## src/rtl/ripple_count_capture.sv

```systemverilog
// ripple_count_capture
//
// Captures the output of a free-running 4-bit ripple counter into the CLK domain.
// The raw bits are synchronized and then filtered. A value is accepted only after it
// has been seen unchanged for STABLE_CYCLES consecutive synchronized samples, which
// rejects ripple transients. Each accepted value that differs from the last transferred
// value is handed to the consumer over a valid/ready handshake.
//
// Optional feature (macro CAPTURE_DELTA_EN): when defined, delta_out and wrap report
// how far the counter advanced since the last transfer.
//
// Parameters
//   WIDTH          width of the captured count
//   STABLE_CYCLES  identical synchronized samples needed to accept a value (2..15)
// Ports
//   CLK          system clock, rising edge
//   Reset_n      asynchronous active-low reset
//   Q_in         raw ripple-counter bits, asynchronous to CLK
//   out_ready    consumer accepts count_out this cycle
//   count_valid  count_out holds an unconsumed accepted value
//   count_out    accepted count value
//   overrun      sticky: an accepted value was superseded before transfer
//   delta_out    (CAPTURE_DELTA_EN) count_out - last_sent, modulo 2^WIDTH
//   wrap         (CAPTURE_DELTA_EN) count_out < last_sent

module ripple_count_capture #(
  parameter int unsigned WIDTH         = 4,
  parameter int unsigned STABLE_CYCLES = 3
) (
  input  logic             CLK,
  input  logic             Reset_n,
  input  logic [WIDTH-1:0] Q_in,
  input  logic             out_ready,
  output logic             count_valid,
  output logic [WIDTH-1:0] count_out,
  output logic             overrun
`ifdef CAPTURE_DELTA_EN
  ,
  output logic [WIDTH-1:0] delta_out,
  output logic             wrap
`endif
);

  // Four bits cover the full legal STABLE_CYCLES range.
  localparam logic [3:0] StabMax = 4'(STABLE_CYCLES);
  localparam logic [3:0] StabAcc = 4'(STABLE_CYCLES - 1);

  typedef enum logic {StIdle, StPresent} state_e;

  // Synchronizer
  logic [WIDTH-1:0] sync1_q, sync_q;

  always_ff @(posedge CLK or negedge Reset_n) begin
    if (!Reset_n) begin
      sync1_q <= '0;
      sync_q  <= '0;
    end else begin
      sync1_q <= Q_in;
      sync_q  <= sync1_q;
    end
  end

  // Stability filter
  logic [WIDTH-1:0] candidate_q, candidate_d;
  logic [3:0]       stab_cnt_q, stab_cnt_d;
  logic             match, accept;

  always_comb begin
    candidate_d = candidate_q;
    stab_cnt_d  = stab_cnt_q;
    match       = (sync_q == candidate_q);
    // Fires exactly once per stable run because the counter saturates past StabAcc.
    accept      = match && (stab_cnt_q == StabAcc);
    if (!match) begin
      candidate_d = sync_q;
      stab_cnt_d  = 4'd1;
    end else if (stab_cnt_q < StabMax) begin
      stab_cnt_d  = stab_cnt_q + 4'd1;
    end
  end

  always_ff @(posedge CLK or negedge Reset_n) begin
    if (!Reset_n) begin
      candidate_q <= '0;
      stab_cnt_q  <= '0;
    end else begin
      candidate_q <= candidate_d;
      stab_cnt_q  <= stab_cnt_d;
    end
  end

  // Output handshake
  state_e           state_q, state_d;
  logic [WIDTH-1:0] count_q, count_d;
  logic [WIDTH-1:0] last_sent_q, last_sent_d;
  logic [WIDTH-1:0] pending_q, pending_d;
  logic             pending_vld_q, pending_vld_d;
  logic             overrun_q, overrun_d;
  logic             accept_new, transfer;

  always_comb begin
    state_d       = state_q;
    count_d       = count_q;
    last_sent_d   = last_sent_q;
    pending_d     = pending_q;
    pending_vld_d = pending_vld_q;
    overrun_d     = overrun_q;
    // Re-acceptance of the value the consumer already has is not news.
    accept_new    = accept && (sync_q != last_sent_q);
    transfer      = (state_q == StPresent) && out_ready;

    unique case (state_q)
      StIdle: begin
        if (accept_new) begin
          count_d = sync_q;
          state_d = StPresent;
        end
      end
      StPresent: begin
        if (transfer) begin
          last_sent_d = count_q;
          if (pending_vld_q) begin
            // Older pending value goes out first; a simultaneous accept refills the slot.
            count_d = pending_q;
            if (accept_new) begin
              pending_d = sync_q;
            end else begin
              pending_vld_d = 1'b0;
            end
          end else if (accept_new) begin
            count_d = sync_q;
          end else begin
            state_d = StIdle;
          end
        end else if (accept_new) begin
          if (pending_vld_q) begin
            overrun_d = 1'b1;
          end
          pending_d     = sync_q;
          pending_vld_d = 1'b1;
        end
      end
      default: state_d = StIdle;
    endcase
  end

  always_ff @(posedge CLK or negedge Reset_n) begin
    if (!Reset_n) begin
      state_q       <= StIdle;
      count_q       <= '0;
      last_sent_q   <= '0;
      pending_q     <= '0;
      pending_vld_q <= 1'b0;
      overrun_q     <= 1'b0;
    end else begin
      state_q       <= state_d;
      count_q       <= count_d;
      last_sent_q   <= last_sent_d;
      pending_q     <= pending_d;
      pending_vld_q <= pending_vld_d;
      overrun_q     <= overrun_d;
    end
  end

  assign count_valid = (state_q == StPresent);
  assign count_out   = count_q;
  assign overrun     = overrun_q;

`ifdef CAPTURE_DELTA_EN
  assign delta_out = count_q - last_sent_q;
  assign wrap      = (count_q < last_sent_q);
`endif

endmodule

```

## config.mk

```make
export PLATFORM = sky130hd
export DESIGN_NAME = ripple_count_capture
export DESIGN_NICKNAME = d
export VERILOG_FILES = /design/src/rtl/ripple_count_capture.sv
export SDC_FILE = /design/constraint.sdc
export NUM_CORES = 1
export LEC_CHECK = 0
export CAP_MARGIN = 40
export CORE_MARGIN = 1.5
export CORE_UTILIZATION = 49
export CTS_CLUSTER_DIAMETER = 60
export DETAILED_ROUTE_END_ITERATION = 7
export GPL_TIMING_DRIVEN = 0
export PLACE_DENSITY_LB_ADDON = 0.1
export SYNTH_ARGS = -nofsm -noshare
export SYNTH_HDL_FRONTEND = slang
export SYNTH_SLANG_ARGS = --single-unit
```

## constraint.sdc

```tcl
create_clock -name CLK -period 1.7 [get_ports CLK]
set_input_delay 0.51 -clock CLK [delete_from_list [all_inputs] [get_ports CLK]]
set_output_delay 0.51 -clock CLK [all_outputs]
set_load 0.01 [all_outputs]
```

Yosys cells after proc, flatten, opt, wreduce, memory -nomap -nowiden
Cells that the tools add are included.

Logic and storage cells: 44. Input bits: 7. Output and inout bits: 6. Register bits after elaboration: 31.

Eq/ne operators: 6. Reduce and logical (&&, ||, !) cells: 8. Add/subtract/negate cells: 1. Bitwise logic cells: 2. $lt $le $gt $ge: 1. Multiplexer cells: 16.

Operator list (number): 4-bit two-way mux (8); 4-bit one-hot mux with 2 select lines (1); 1-bit two-way mux (6); 2-bit AND reduction (3); 4-bit by 1-bit adder with 4-bit output, second input constant (1); 4-bit by 2-bit == test with 1-bit output, second input constant (1); 4-bit == test (1); 4-bit by 2-bit less-than comparator with 1-bit output, second input constant (1); 2-bit by 1-bit != test with 1-bit output, second input constant (2); 4-bit != test (1); 4-bit AND reduction (1); 1-bit logical AND (3); 2-bit != test, second input constant (1); 1-bit NOT (2); 1-bit one-hot mux with 2 select lines (1); 2-bit nonzero test (1).

Longest topological paths before layout
Gate-level depths: netlist of run 1.

Depth after elaboration: 7. Gate-level depth with buffers: 6.

Least setup slack after synthesis of run 1
No wires, ideal clock.

Path type: input -> register. Start point: in out_ready. End point: reg pending_q[0]. Arrival: 1805 ps. Cell stages on the path: 6. Setup time: 127 ps. Buffers on the path: 2. Required time: 1573 ps. Slack: -232 ps. Path through: clkbuf_1 > inv_1 > o21ai_0 > or4_1 > buf_2 > mux2_1.

Cells in the longest elaborated chain, start to end: 3.

RTL lines: from (decl) (line 33) `input logic out_ready,`; 1-bit logical AND (*) (line 110) `transfer = (state_q == StPresent) && out_ready;`; 2-bit != test (no source line); 2-bit AND reduction (no source line); to (signal assigned) (line 159) `pending_q <= pending_d;`; to (decl) (line 96) `logic [WIDTH-1:0] pending_q, pending_d;`.

Mark *: on every way between the ends. The rest lies on a longest branch, timed or not. A chain may end at the register's enable or synchronous reset.

Final worst setup path of run 1
Start point: reg sync_q[0]. End point: reg pending_q[2].

Cells in the longest elaborated chain, start to end: 6.

RTL lines: from (decl) (line 51) `logic [WIDTH-1:0] sync1_q, sync_q;`; from (signal assigned) (line 59) `sync_q <= sync1_q;`; 4-bit == test (line 71) `match = (sync_q == candidate_q);`; 1-bit logical AND (line 73) `accept = match && (stab_cnt_q == StabAcc);`; 1-bit logical AND (*) (line 109) `accept_new = accept && (sync_q != last_sent_q);`; 4-bit two-way mux (*); 4-bit two-way mux; 4-bit two-way mux (*).

Mark *: on every way between the ends. The rest lies on a longest branch, timed or not. The select of a mux whose other input is x is not followed.

==> results.txt, run 1 <==
Max-Cap Viols -> 0
Inserted Diodes -> 0
Vias in the first global route -> 908
Clk_lat worst skew -> 0.34 ns
Synth top cells by count -> dfrtp_1, nand2_1, clkbuf_1, a21oi_1, xnor2_1
Max Slew Vio Count -> 0
Max stage delay cell, worst path -> or4_4
Sequential area share after synthesis -> 60.02%
Clock Sinks -> 31
Rows -> 18
Initial antenna violation count -> 0
WS Path Type -> register to register
Leak pwr -> 0.7932 nW
Cts hold-fix bufs -> 0
GR Util All Layers -> 21.45%
IO buf count -> 11
Crit-path max cell delay -> 0.52 ns
First-pass GRT wire length -> 4.153 mm
Sw power -> 0.4320 mW
PD cells -> 887.3 nW/µm²
CTS tree -> done
Failing checks -> negative setup slack
Flop pwr share -> 54.8%
Post-synth top flop -> dfrtp_1
RSZ-0062 raised after global routing -> yes
Routed Antenna Nets -> 0
Total power -> 1.528 mW
CP Cell Sequence -> xnor2_2 > nand4_1 > or4_4 > mux2_1
Reg clk slew, reported paths -> 0.10 ns
GRT overflow -> 0
Worst Path Max Fanout -> 4
Finished Cell Area -> 1722 µm²
Arr. time, crit path -> 2.00 ns
Syn_area_per_cell -> 12.19 µm²
Nets -> 145
#FFs+latches synth -> 31
Net Count, Synth -> 115
Achievable frequency -> 563.9 MHz
Clock network fraction of design power -> 27.2%
FILL cells -> 193
Combinational fraction of design power -> 18.0%
Gate Count Post-Synth -> 106
Synth unique cells -> 28
Most numerous cell in the Yosys netlist -> dfrtp_1
CP bufs+invs -> 0
I/O pin total -> 13
Layout cells sized above 1 -> 35.77%
CTS Buf Count -> 5
Vias -> 970
Rel. slew slack -> 41.38%
Setup crit start kind -> register
Drt wl/cell -> 16.35 µm
CTS Buffer Depth -> 2
Die width -> 54.36 µm
Setup WS post-layout -> -0.07344 ns
Final setup viols -> 8
Final min period -> 1.773 ns
Cell Area, Synth -> 1292 µm²
Post-Place Worst Slack -> -0.3807 ns
Top delay family on crit path -> simple AND/OR/NAND/NOR gates
Post-synth top area share -> 60.02%
Layout Area Growth over Synthesis -> 33.20%
Fin crit share -> 104.3%
Detailed Place HPWL -> 1.644 mm
Worst Clk Skew -> 0.009329 ns
Initial DRC count -> 31
Die area -> 2955 µm²
Yosys warning total -> 0
Net Sw Frac -> 28.28%
Worst hold-check path type -> register to register
Yosys top cell by area -> dfrtp_1
Actual slew at the worst max-slew pin -> 0.8766 ns
Worst VDD drop -> 716.2 µV
Critical Path RT -> 1.93 ns
Final Hold Viols -> 0
Internal power -> 1.096 mW
Placed cell areas -> 1476 µm²
Detailed Route WL -> 2.730 mm
# DRC -> 0
Die H -> 54.36 µm
Status -> finished, violations left
Asr flop ratio synth -> 100.0%
Gpl congestion -> 0.8286
Largest net degree at the start of global routing -> 19
Root buf cell -> clkbuf_4
Synth top area cells -> dfrtp_1, mux2_1, mux2_2
Core footprint -> 2477 µm²
H-tree Lvls -> 2
Vias/cell -> 5.808
Post-synth EDFFs -> 0
First-pass iteration count of the detailed router -> 4
Kind of end point of the critical path -> register
Initial core utilization -> 52.17%
registers in the layout, indices dropped and copies added (netlist names):
register	cells
candidate_q	4
sync1_q	4
pending_vld_q	1
last_sent_q	4
count_valid	1
count_out	4
stab_cnt_q	4
sync_q	4
overrun	1
pending_q	4
logic make-up (layout without fill, tap and decap cells):
group	Yosys count	after routing	synth area share [%]
xor gates and xnor gates	9	9	6.098
muxes	8	8	6.969
DFF	31	31	60.02
AOI/OAI and AO/OA	22	22	12.10
adders and majority gates	2	2	1.936
buffers and inverters	11	42	3.291
and+or+nand+nor	23	23	9.584
stage by stage:
stage,TNS (ns),hold slack [ns],instances,util [%]
floorplan,-0.4846,0.2144,106,-
global placement,-15.27,0.3333,147,58.99
detailed placement,-2.476,0.3358,148,59.60
CTS,-0.7053,0.3606,166,68.69
global route,-1.246,0.3658,167,69.49
finish,-0.4586,0.3565,167,69.49
worst reg2reg max path: cells and delay by family, from the launching register on:
kind                      cells  cell delay, ns
xor gates and xnor gates      1            0.15
and+or+nand+nor               2            0.71
muxes                         1            0.33
DFF                           1            0.47
power groups by stage:
stage,Sequential [mW],Clock [mW],Combinational (mW)
floorplan,0.843,0,0.120
global placement,0.843,0,0.201
detailed placement,0.848,0,0.210
CTS,0.836,0.436,0.260
global route,0.844,0.457,0.300
finish,0.837,0.416,0.275
cells in the final DEF (no fill, tap or decap), types with 2 or more instances in the layout:
master	n
clkbuf_1	6
o311a_1	4
a21oi_1	6
dfrtp_1	27
o22ai_1	3
mux2_2	4
xnor2_2	4
and2_1	2
buf_4	13
dlygate4sd2_1	6
dfrtp_2	4
xor2_2	4
nor2_1	3
clkbuf_4	5
mux2_4	3
clkdlybuf4s50_1	5
nand2_1	8
o31ai_1	4
what timing repair did:
item                       in CTS  in global routing
pin swaps                       3                  2
resized for setup              27                  4
cloned                          0                  0
setup buffers                  11                  2
setup endpoints to repair      16                 10
final cells by class:
class                           instances  area (µm²)  share of cell area, %
Clock inverter                          2       12.51                 0.7267
Inverter                                3       13.76                 0.7994
Sequential cell                        31       780.7                  45.35
Timing Repair Buffer                   25       215.2                  12.50
Multi-Input combinational cell         64       588.1                  34.16
Buffer                                  6       32.53                  1.890
Tap cell                               30       37.54                  2.180
Clock buffer                            6       41.29                  2.398
routing by layer:
metal  track usage (%)  part of all wire [%]  wire length (µm)  vias up
met5                 0                     0                 0        -
met4             10.42                   2.3                62        0
met3             9.290                   6.6               181        8
met2             32.33                    49              1326       36
met1             26.35                    42              1159      491
li1                  -                     -                 -      435
final timing paths:
path,slack (ns),endpoint,from,cells after the start
min,0.36,sync_q[2],sync1_q[2],0
max,-0.07,pending_q[2],sync_q[0],4
max in group asynchronous,0.44,sync_q[2],Reset_n,2
max reg2reg,-0.07,pending_q[2],sync_q[0],4
min reg2reg,0.36,sync_q[2],sync1_q[2],0
min in group asynchronous,0.66,count_out[3],Reset_n,1
(Power assumes the default switching activity.)
==> inputs of run 2 (changes only) <==
--- a/config.mk
+++ b/config.mk
@@ -12,6 +12,7 @@
 export DETAILED_ROUTE_END_ITERATION = 7
 export GPL_TIMING_DRIVEN = 0
 export PLACE_DENSITY_LB_ADDON = 0.1
+export SLEW_MARGIN = 40
 export SYNTH_ARGS = -nofsm -noshare
 export SYNTH_HDL_FRONTEND = slang
 export SYNTH_SLANG_ARGS = --single-unit
==> results.txt, run 2 (synthesized netlist as in run 1, its figures left out) <==
Initial DRC count -> 41 (was 31)
Routed Antenna Nets -> 0 (unchanged)
Net Sw Frac -> 26.27% (was 28.28%)
Combinational fraction of design power -> 17.9% (was 18.0%)
Rows -> 18 (unchanged)
Root buf cell -> clkbuf_4 (unchanged)
I/O pin total -> 13 (unchanged)
Failing checks -> negative setup slack (unchanged)
Die width -> 54.36 µm (unchanged)
Detailed Route WL -> 2.613 mm (was 2.730 mm)
Max Slew Vio Count -> 0 (unchanged)
Most common cell after layout, fill and taps aside -> dfrtp_1 (unchanged)
Kind of end point of the critical path -> register (unchanged)
Met1 usage -> 26.53% (was 26.35%)
IO buf count -> 11 (unchanged)
Worst hold-check path type -> input pin to asynchronous set/reset pin (was register to register)
Final setup viols -> 8 (unchanged)
Gpl congestion -> 0.8286 (unchanged)
CTS tree -> done (unchanged)
Clock network fraction of design power -> 27.1% (was 27.2%)
Worst Clk Skew -> 0.01053 ns (was 0.009329 ns)
Placed cell areas -> 1456 µm² (was 1476 µm²)
Met3 Use GR -> 5.738% (was 9.290%)
Arr. time, crit path -> 1.99 ns (was 2.00 ns)
Critical Path RT -> 1.90 ns (was 1.93 ns)
Finished Cell Area -> 1727 µm² (was 1722 µm²)
CTS Buffer Depth -> 2 (unchanged)
Drt wl/cell -> 15.74 µm (was 16.35 µm)
Status -> finished, violations left (unchanged)
Most frequent cells in the layout -> dfrtp_1, buf_4, nand2_1, a21oi_1, dlygate4sd2_1 (was dfrtp_1, buf_4, nand2_1)
First-pass iteration count of the detailed router -> 4 (unchanged)
Inserted Diodes -> 0 (unchanged)
Layout Area Growth over Synthesis -> 33.59% (was 33.20%)
Vias/cell -> 5.735 (was 5.808)
Leak pwr -> 0.7929 nW (was 0.7932 nW)
Max-Cap Viols -> 0 (unchanged)
Actual slew at the worst max-slew pin -> 0.6591 ns (was 0.8766 ns)
RSZ-0062 raised after global routing -> yes (unchanged)
Clk_lat worst skew -> 0.32 ns (was 0.34 ns)
GR Util All Layers -> 20.57% (was 21.45%)
PD cells -> 884.1 nW/µm² (was 887.3 nW/µm²)
Setup TNS -> -0.5184 ns (was -0.4586 ns)
Vias -> 952 (was 970)
Post-Place Worst Slack -> -0.3884 ns (was -0.3807 ns)
Met2 Use GR -> 32.53% (was 32.33%)
Detailed Place HPWL -> 1.577 mm (was 1.644 mm)
Fin crit share -> 105.3% (was 104.3%)
CTS Buf Count -> 5 (unchanged)
Vias in the first global route -> 915 (was 908)
Setup WS post-layout -> -0.08983 ns (was -0.07344 ns)
First-pass GRT wire length -> 4.112 mm (was 4.153 mm)
Achievable frequency -> 558.7 MHz (was 563.9 MHz)
Initial antenna violation count -> 0 (unchanged)
Internal power -> 1.126 mW (was 1.096 mW)
Setup crit start kind -> register (unchanged)
Final Hold Viols -> 0 (unchanged)
Core footprint -> 2477 µm² (unchanged)
Register-to-Register Setup Slack -> -0.09 ns (was -0.07 ns)
Reg clk slew, reported paths -> 0.09 ns (was 0.10 ns)
Busiest grt layer -> met2 (unchanged)
# DRC -> 0 (unchanged)
Layout cells sized above 1 -> 38.24% (was 35.77%)
Initial core utilization -> 52.17% (unchanged)
Die area -> 2955 µm² (unchanged)
Clock Sinks -> 31 (unchanged)
Nets -> 145 (unchanged)
Largest net degree at the start of global routing -> 32 (was 19)
H-tree Lvls -> 2 (unchanged)
Flop pwr share -> 54.9% (was 54.8%)
Sw power -> 0.4011 mW (was 0.4320 mW)
Final min period -> 1.790 ns (was 1.773 ns)
WS Path Type -> register to register (unchanged)
Worst VDD drop -> 682.4 µV (was 716.2 µV)
Rel. slew slack -> 56.06% (was 41.38%)
Die H -> 54.36 µm (unchanged)
Worst Path Max Fanout -> 5 (was 4)
GRT overflow -> 0 (unchanged)
==> run 2: worst paths after layout <==
path                                  from            to  cells past startpoint
worst max-delay path             sync_q[2]  pending_q[1]                      4
worst min-delay path               Reset_n       overrun                      1
worst max register to register   sync_q[2]  pending_q[1]                      4
worst min register to register  sync1_q[0]     sync_q[0]                      0
max in group asynchronous          Reset_n     sync_q[0]                      1
min in group CLK                sync1_q[0]     sync_q[0]                      0
==> run 2: critical path, stage by stage (launching register included) <==
cell	delay (ns)
dfrtp_2	0.48
xnor2_2	0.17
nand4_1	0.19
or4_4	0.52
mux2_4	0.32
==> run 2: layout make-up <==
| type | instances | area, µm² |
|---|---|---|
| sequential | 31 | 780.7 |
| fill | 198 | 750.7 |
| multi-input combinational | 64 | 599.3 |
| timing repair buffer | 25 | 206.4 |
| clock buffer | 6 | 51.30 |
| tap | 30 | 37.54 |
| buffer | 6 | 32.53 |
| inverter | 3 | 13.76 |
| clock inverter | 1 | 5.005 |
==> run 2: power groups by stage <==
stage | combinational, mW | sequential (mW) | clock, mW
detailed placement | 0.205 | 0.848 | 0
floorplan | 0.120 | 0.843 | 0
global placement | 0.201 | 0.843 | 0
CTS | 0.254 | 0.829 | 0.436
finish | 0.274 | 0.839 | 0.414
global route | 0.303 | 0.845 | 0.464
==> run 2: per-stage QoR <==
| step | hold slack (ns) | instances | utilization, % | power, mW |
|---|---|---|---|---|
| 2_1_floorplan | 0.2144 | 106 | - | 0.9632 |
| 3_3_place_gp | 0.3333 | 147 | 58.99 | 1.044 |
| 3_5_place_dp | 0.3358 | 147 | 58.79 | 1.053 |
| 4_1_cts | 0.2389 | 167 | 67.27 | 1.518 |
| 5_1_grt | 0.2713 | 166 | 69.70 | 1.612 |
| 6_report | 0.2164 | 166 | 69.70 | 1.527 |
==> run 2: metal layers <==
layer,wire [µm],vias up
met1,1147,470
met2,1297,38
met5,0,-
met3,130,6
met4,38,0
li1,-,438
==> run 2: what timing repair did <==
action | in CTS | in global routing
endpoints found under the setup margin | 15 | 11
pin swaps | 5 | 2
endpoints found under the hold margin | 0 | 0
hold buffers | 0 | 0
gates resized for setup | 20 | 14
setup buffers | 15 | 2
